<file path="src/rtl/psum_drain_if.sv">
// Row-in / lane-out handshake bundle for psum_drain.
// The slave modport is the drain; master is the array plus downstream side.
interface psum_drain_if #(
  parameter int ARRAY_SIZE = 8,
  parameter int PSUM_W     = 32
);
  localparam int LW = $clog2(ARRAY_SIZE);

  logic                         psum_valid;
  logic                         psum_ready;
  logic [ARRAY_SIZE*PSUM_W-1:0] psums;
  logic                         out_valid;
  logic                         out_ready;
  logic [PSUM_W-1:0]            out_data;
  logic [LW-1:0]                out_lane;
  logic                         out_last;

  modport master (
    output psum_valid, psums, out_ready,
    input  psum_ready, out_valid, out_data, out_lane, out_last
  );

  modport slave (
    input  psum_valid, psums, out_ready,
    output psum_ready, out_valid, out_data, out_lane, out_last
  );
endinterface

</file>
<file path="src/rtl/psum_drain.sv">
// Systolic-array psum drain: row FIFO feeding a lane serializer.
// Optional PSUM_DRAIN_RELU_EN clamps negative lanes to zero on the output mux.
//
// state    | meaning
// S_IDLE   | FIFO empty, out_valid low
// S_STREAM | head row being serialized, out_valid high
module psum_drain #(
  parameter int ARRAY_SIZE = 8,
  parameter int PSUM_W     = 32,
  parameter int DEPTH      = 4
) (
  input  logic        clk,
  input  logic        rst_n,
  psum_drain_if.slave bus,
  output logic [15:0] rows_done
);
  localparam int ROW_W = ARRAY_SIZE * PSUM_W;
  localparam int LW    = $clog2(ARRAY_SIZE);
  localparam int AW    = $clog2(DEPTH);
  localparam int PW    = AW + 1;

  typedef enum logic {S_IDLE, S_STREAM} state_t;

  state_t           state_q, state_d;
  logic [ROW_W-1:0] mem [DEPTH];
  logic [PW-1:0]    wr_ptr_q, rd_ptr_q, count_q, count_d;
  logic [LW-1:0]    lane_q;
  logic             push, beat, lane_end, pop;
  logic [ROW_W-1:0] head_row;
  logic [PSUM_W-1:0] lane_val, data_sel;

  assign bus.psum_ready = (count_q != PW'(DEPTH));
  assign push     = bus.psum_valid && bus.psum_ready;
  assign beat     = bus.out_valid && bus.out_ready;
  assign lane_end = (lane_q == LW'(ARRAY_SIZE - 1));
  assign pop      = beat && lane_end;

  always_comb begin
    count_d = count_q;
    if (push && !pop)
      count_d = count_q + PW'(1);
    else if (pop && !push)
      count_d = count_q - PW'(1);
  end

  // Storage is not reset; out_data is gated by out_valid instead.
  always_ff @(posedge clk) begin
    if (push)
      mem[wr_ptr_q[AW-1:0]] <= bus.psums;
  end

  always_ff @(posedge clk or negedge rst_n) begin
    if (!rst_n) begin
      state_q   <= S_IDLE;
      wr_ptr_q  <= '0;
      rd_ptr_q  <= '0;
      count_q   <= '0;
      lane_q    <= '0;
      rows_done <= '0;
    end else begin
      state_q <= state_d;
      count_q <= count_d;
      if (push)
        wr_ptr_q <= wr_ptr_q + PW'(1);
      if (beat)
        lane_q <= lane_end ? '0 : lane_q + LW'(1);
      if (pop) begin
        rd_ptr_q  <= rd_ptr_q + PW'(1);
        rows_done <= rows_done + 16'd1;
      end
    end
  end

  always_comb begin
    state_d = state_q;
    case (state_q)
      S_IDLE:   if (push) state_d = S_STREAM;
      S_STREAM: if (pop && count_d == '0) state_d = S_IDLE;
      default:  state_d = S_IDLE;
    endcase
  end

  always_comb begin
    head_row = mem[rd_ptr_q[AW-1:0]];
    lane_val = head_row[int'(lane_q)*PSUM_W +: PSUM_W];
`ifdef PSUM_DRAIN_RELU_EN
    data_sel = lane_val[PSUM_W-1] ? '0 : lane_val;
`else
    data_sel = lane_val;
`endif
    bus.out_valid = (state_q == S_STREAM);
    bus.out_lane  = lane_q;
    bus.out_last  = bus.out_valid && lane_end;
    bus.out_data  = bus.out_valid ? data_sel : '0;
  end
endmodule

</file>
<file path="src/flat_wrapper.sv">
// flat-port wrapper written by rule: the top's interface ports become plain ports
module psum_drain_flat 
#(
  parameter int ARRAY_SIZE = 8,
  parameter int PSUM_W     = 32,
  parameter int DEPTH      = 4
)
  (clk, rst_n, rows_done, bus_psum_valid, bus_psums, bus_out_ready, bus_psum_ready, bus_out_valid, bus_out_data, bus_out_lane, bus_out_last);
  psum_drain_if #(.ARRAY_SIZE(ARRAY_SIZE), .PSUM_W(PSUM_W)) bus_i ();
  input  logic clk;
  input  logic rst_n;
  output logic [15:0] rows_done;
  input wire logic [$bits(bus_i.psum_valid)-1:0] bus_psum_valid;
  input wire logic [$bits(bus_i.psums)-1:0] bus_psums;
  input wire logic [$bits(bus_i.out_ready)-1:0] bus_out_ready;
  output wire logic [$bits(bus_i.psum_ready)-1:0] bus_psum_ready;
  output wire logic [$bits(bus_i.out_valid)-1:0] bus_out_valid;
  output wire logic [$bits(bus_i.out_data)-1:0] bus_out_data;
  output wire logic [$bits(bus_i.out_lane)-1:0] bus_out_lane;
  output wire logic [$bits(bus_i.out_last)-1:0] bus_out_last;
  assign bus_i.psum_valid = bus_psum_valid;
  assign bus_i.psums = bus_psums;
  assign bus_i.out_ready = bus_out_ready;
  assign bus_psum_ready = bus_i.psum_ready;
  assign bus_out_valid = bus_i.out_valid;
  assign bus_out_data = bus_i.out_data;
  assign bus_out_lane = bus_i.out_lane;
  assign bus_out_last = bus_i.out_last;
  psum_drain #(.ARRAY_SIZE(ARRAY_SIZE), .PSUM_W(PSUM_W), .DEPTH(DEPTH)) u_core (.clk(clk), .rst_n(rst_n), .bus(bus_i), .rows_done(rows_done));
endmodule
</file>
<file path="config.mk">
export PLATFORM = sky130hd
export DESIGN_NAME = psum_drain_flat
export DESIGN_NICKNAME = d
export VERILOG_FILES = /design/src/rtl/psum_drain_if.sv /design/src/rtl/psum_drain.sv /design/src/flat_wrapper.sv
export SDC_FILE = /design/constraint.sdc
export NUM_CORES = 1
export LEC_CHECK = 0
export BUFFER_PORTS_ARGS = -buffer_cell sky130_fd_sc_hd__buf_2
export CAP_MARGIN = 40
export CELL_PAD_IN_SITES_DETAIL_PLACEMENT = 0
export CELL_PAD_IN_SITES_GLOBAL_PLACEMENT = 1
export CORE_ASPECT_RATIO = 0.5
export CORE_UTILIZATION = 25
export DETAILED_ROUTE_END_ITERATION = 10
export PLACE_DENSITY = 0.48
export SETUP_SLACK_MARGIN = 0.15
export SLEW_MARGIN = 20
export SYNTH_ARGS = -nofsm -noshare
export SYNTH_HDL_FRONTEND = slang
export SYNTH_SLANG_ARGS = --single-unit
</file>
<file path="constraint.sdc">
create_clock -name clk -period 9.8 [get_ports clk]
set_input_delay 1.47 -clock clk [delete_from_list [all_inputs] [get_ports clk]]
set_output_delay 1.47 -clock clk [all_outputs]
set_load 0.05 [all_outputs]
</file>
==> impl_results.md <==
* Top cells by area, synth: edfxtp_1 (76%), mux4_2 (14%), mux2_2 (2.3%)
* Die area at between 150,000 and 200,000 sq um
* Gate Count Post-Synth at roughly 1,700
* Layout cell share with drive strength beyond 1 at between 30% and 40%
* Pins over their slew limit at 0
* Cell variety after synth at 37
* Startpoint Class: flip-flop
* IO Count at about 310
* Total grt overflow at 0
* Max Clock Skew at between 15 and 20 ps
* Setup TNS Final at 0 ps
* Worst EP arrival at 4540 ps
* Sequential area share after synthesis at 78.0%
* Buffers on Ports at 313
* Top routing layer in use: met5
* CP bufs+invs at 4
* Clk sinks at ~1,100
* Cell family with most CP delay: buffers and inverters
* Net Switching at 5.30 mW
* Min Tclk post-route at ~6000 ps
* Unrepaired setup endpoints after global routing: no
* Sw frac at ~34%
* Crit path required time at ~8300 ps
* Flop pwr share at between 30% and 40%
* TritonCTS Buffers at ~110
* Syn nets at 1,997
* Status: complete, no violations
* Pwr/cell area at approximately 320 nW/um^2
* Critical Path Source: u_core.rd_ptr_q[0]
* CTS tree: yes
* GRT Util Overall at 13.3%
* Area grow syn2layout at 19.3%
* Final antenna-violating net count at 0
* Most common cell after layout, fill and taps aside: edfxtp_1
* First-pass GRT wire length at ~150,000 microns
* Hold Path Class: flip-flop to flip-flop
* H-tree levels at 3
* Final worst slack at roughly 3800 ps
* Slew HR at between 20% and 30%
* Combinational share of power at 34.4%
* Cell taking the most area after synthesis: edfxtp_1
* CTS clk-pin slew, worst paths at ~60 ps
* Initial core utilization at about a quarter
* Largest net degree at the start of global routing at between 100 and 150
* Met2 WL at roughly 56,000 microns
* Most frequent cells in the layout: edfxtp_1 (1,024), buf_2 (313), mux4_2 (256), clkbuf_16 (107), mux2_2 (82)
* Vias per cell at approximately 4.4
* Crit-path max FO at 31
* Vias at ~19,000
* # Post-CTS Setup Buffers at 0
* Mapped cell area at between 40,000 and 50,000 sq um
* CTS Root Cell: clkbuf_16
* DR WL/cell at ~25 microns
* Critical Path Stages at 8
* Setup CP Type: flip-flop to primary output
* Die W at about 570 microns
* Fillers at 15,400
* Share of the synthesized area in the top cell type at 76.3%
* Drt drc at 0
* Placer Congestion at ~0.69
* Yosys Warn Count at 0
* First drt pass iteration count at 5
* # setup viols final at 0
* Area of the multi-input gates at 8340 sq um
* Worst Setup EP: bus_out_data[9]
* Final period util at 61.3%
* Final wirelength at 109,000 microns
* CP max stage cell: buf_4
* # rows at a little over 100
* Syn avg cell area at about 23 sq um
* Worst-margin pin slew at 1100 ps
* Sequential Area at about 31,000 sq um
* CTS max path bufs at 3
* Met3 wire len at approximately 4200 microns
* Clock power frac at about a quarter
* Drt initial violations at roughly 1,300
* Cts repair resizes at 0
* Cell mode on critical path: buf_4
* Pint at a little over 10 mW
* Final #Nets at 2,369
* Max VDD drop at between 0.0002 and 0.00025 V
* Pre-CTS WS at around 4300 ps
* Die height at 286 microns
* Fmax at 0.166 GHz
* Worst skew pair latency at approximately 700 ps
* Vias in the first global route at roughly 20,000
* Worst Setup End Kind: primary output
* Initial antenna violation count at 85
* Max incr delay on CP at 610 ps
* Met1 wire length at about 47,000 microns
* Fin Hold WS at between 400 and 500 ps
* R2r setup slk at 6420 ps
* Leak Pwr at around 15 nW
* CTS Hold Buffers Added at 0
* Worst R2R Start: u_core.count_q[0]
* Fin. Hold Viols at 0
* Yosys reg bits at 1,051
* Worst r2r dst: u_core.mem[0][22]
* Reg2reg path depth at 6
* Layout Utilization at a little under a third
* Maxcap violations at 0
* Overall Power at between 15 and 20 mW
* Core box area at between 150,000 and 200,000 sq um
* Crit-path cells: buf_4, buf_4, buf_16, mux4_2, mux2_2, o221ai_1, a31oi_1, buf_2
* Hpwl dp at 68,700 microns
## state kept, by name, summed over array words and instances (netlist names)
| register | count |
|---|---|
| u_core.wr_ptr_q | 2 |
| u_core.count_q | 3 |
| u_core.bus.out_lane | 3 |
| u_core.mem | 1024 |
| u_core.rd_ptr_q | 2 |
| u_core.rows_done | 16 |
| u_core.bus.out_valid | 1 |
## cell usage after synthesis
master    number
o221ai_1      32
buf_4          5
mux2i_1       17
a21oi_1       19
dfrtp_1       27
buf_2         21
and2_1         6
nand3_1        6
a21boi_1       1
buf_6         16
nor3_1         1
xor2_1         2
nor2_1        27
a221oi_1      17
mux4_2       256
nor2b_1        2
clkbuf_1      43
nand4_1        2
or2_2          1
inv_1          7
or3b_2         1
mux2_2        82
ha_1          10
and3_1         1
o31ai_1        1
a31oi_1       16
o32ai_1        1
and4_1         3
o21ai_0        1
nor4_1         1
a22oi_1       16
nand2b_1       2
o211ai_1       1
xnor2_1       18
buf_1         10
nand2_1       31
edfxtp_1    1024
## metrics by stage
step,cell area [sq um],cells
floorplan,40300,1727
global placement,44400,4134
detailed placement,44700,4144
CTS,48100,4337
global route,48100,4340
finish,48100,4345
## layer usage
| layer | vias up | GRT usage, % |
|---|---|---|
| met1 | 10200 | 17.0 |
| met3 | 252 | 2.61 |
| met4 | 20 | 2.97 |
| li1 | 8155 | - |
| met5 | - | 0 |
| met2 | 408 | 23.3 |
## area by class of cell
| cell class | count | area share [%] |
|---|---|---|
| Inverter | 7 | 0.0546 |
| Antenna cell | 8 | 0.0416 |
| Multi-Input combinational cell | 574 | 17.3 |
| Sequential cell | 1051 | 65.4 |
| Tap cell | 2152 | 5.60 |
| Clock inverter | 63 | 1.25 |
| Clock buffer | 130 | 5.75 |
| Timing Repair Buffer | 360 | 4.59 |
## cell families (layout without fill, tap and decap cells)
family | after synthesis | after routing | share of synthesized area, %
compound gates | 105 | 105 | 1.94
buf+inv | 102 | 560 | 1.36
mux | 355 | 355 | 17.0
other cells | 0 | 8 | 0
flops | 1051 | 1051 | 78.0
simple gates | 84 | 84 | 0.947
xor+xnor | 20 | 20 | 0.435
fa+ha+maj | 10 | 10 | 0.311
## power by group through the flow
stage	sequential, mW	clock [mW]	combinational, mW
finish	6.15	3.99	5.33
global route	6.23	4.28	5.69
CTS	6.17	4.12	5.53
detailed placement	6.26	0	5.51
global placement	6.24	0	5.44
floorplan	6.41	0	3.58
## worst min-delay path by stage
| stage | from | endpoint | slack, ps | cells after the start |
|---|---|---|---|---|
| after floorplan | u_core.count_q[0] | u_core.count_q[0] | 510 | 1 |
| final | u_core.rows_done[15] | u_core.rows_done[15] | 470 | 1 |
| after detailed placement | u_core.rows_done[15] | u_core.rows_done[15] | 460 | 1 |
| after CTS | u_core.rows_done[15] | u_core.rows_done[15] | 470 | 1 |
| after global routing | u_core.rows_done[15] | u_core.rows_done[15] | 490 | 1 |
| after global placement | u_core.rows_done[15] | u_core.rows_done[15] | 460 | 1 |
Power figures use the tool's default switching activity.
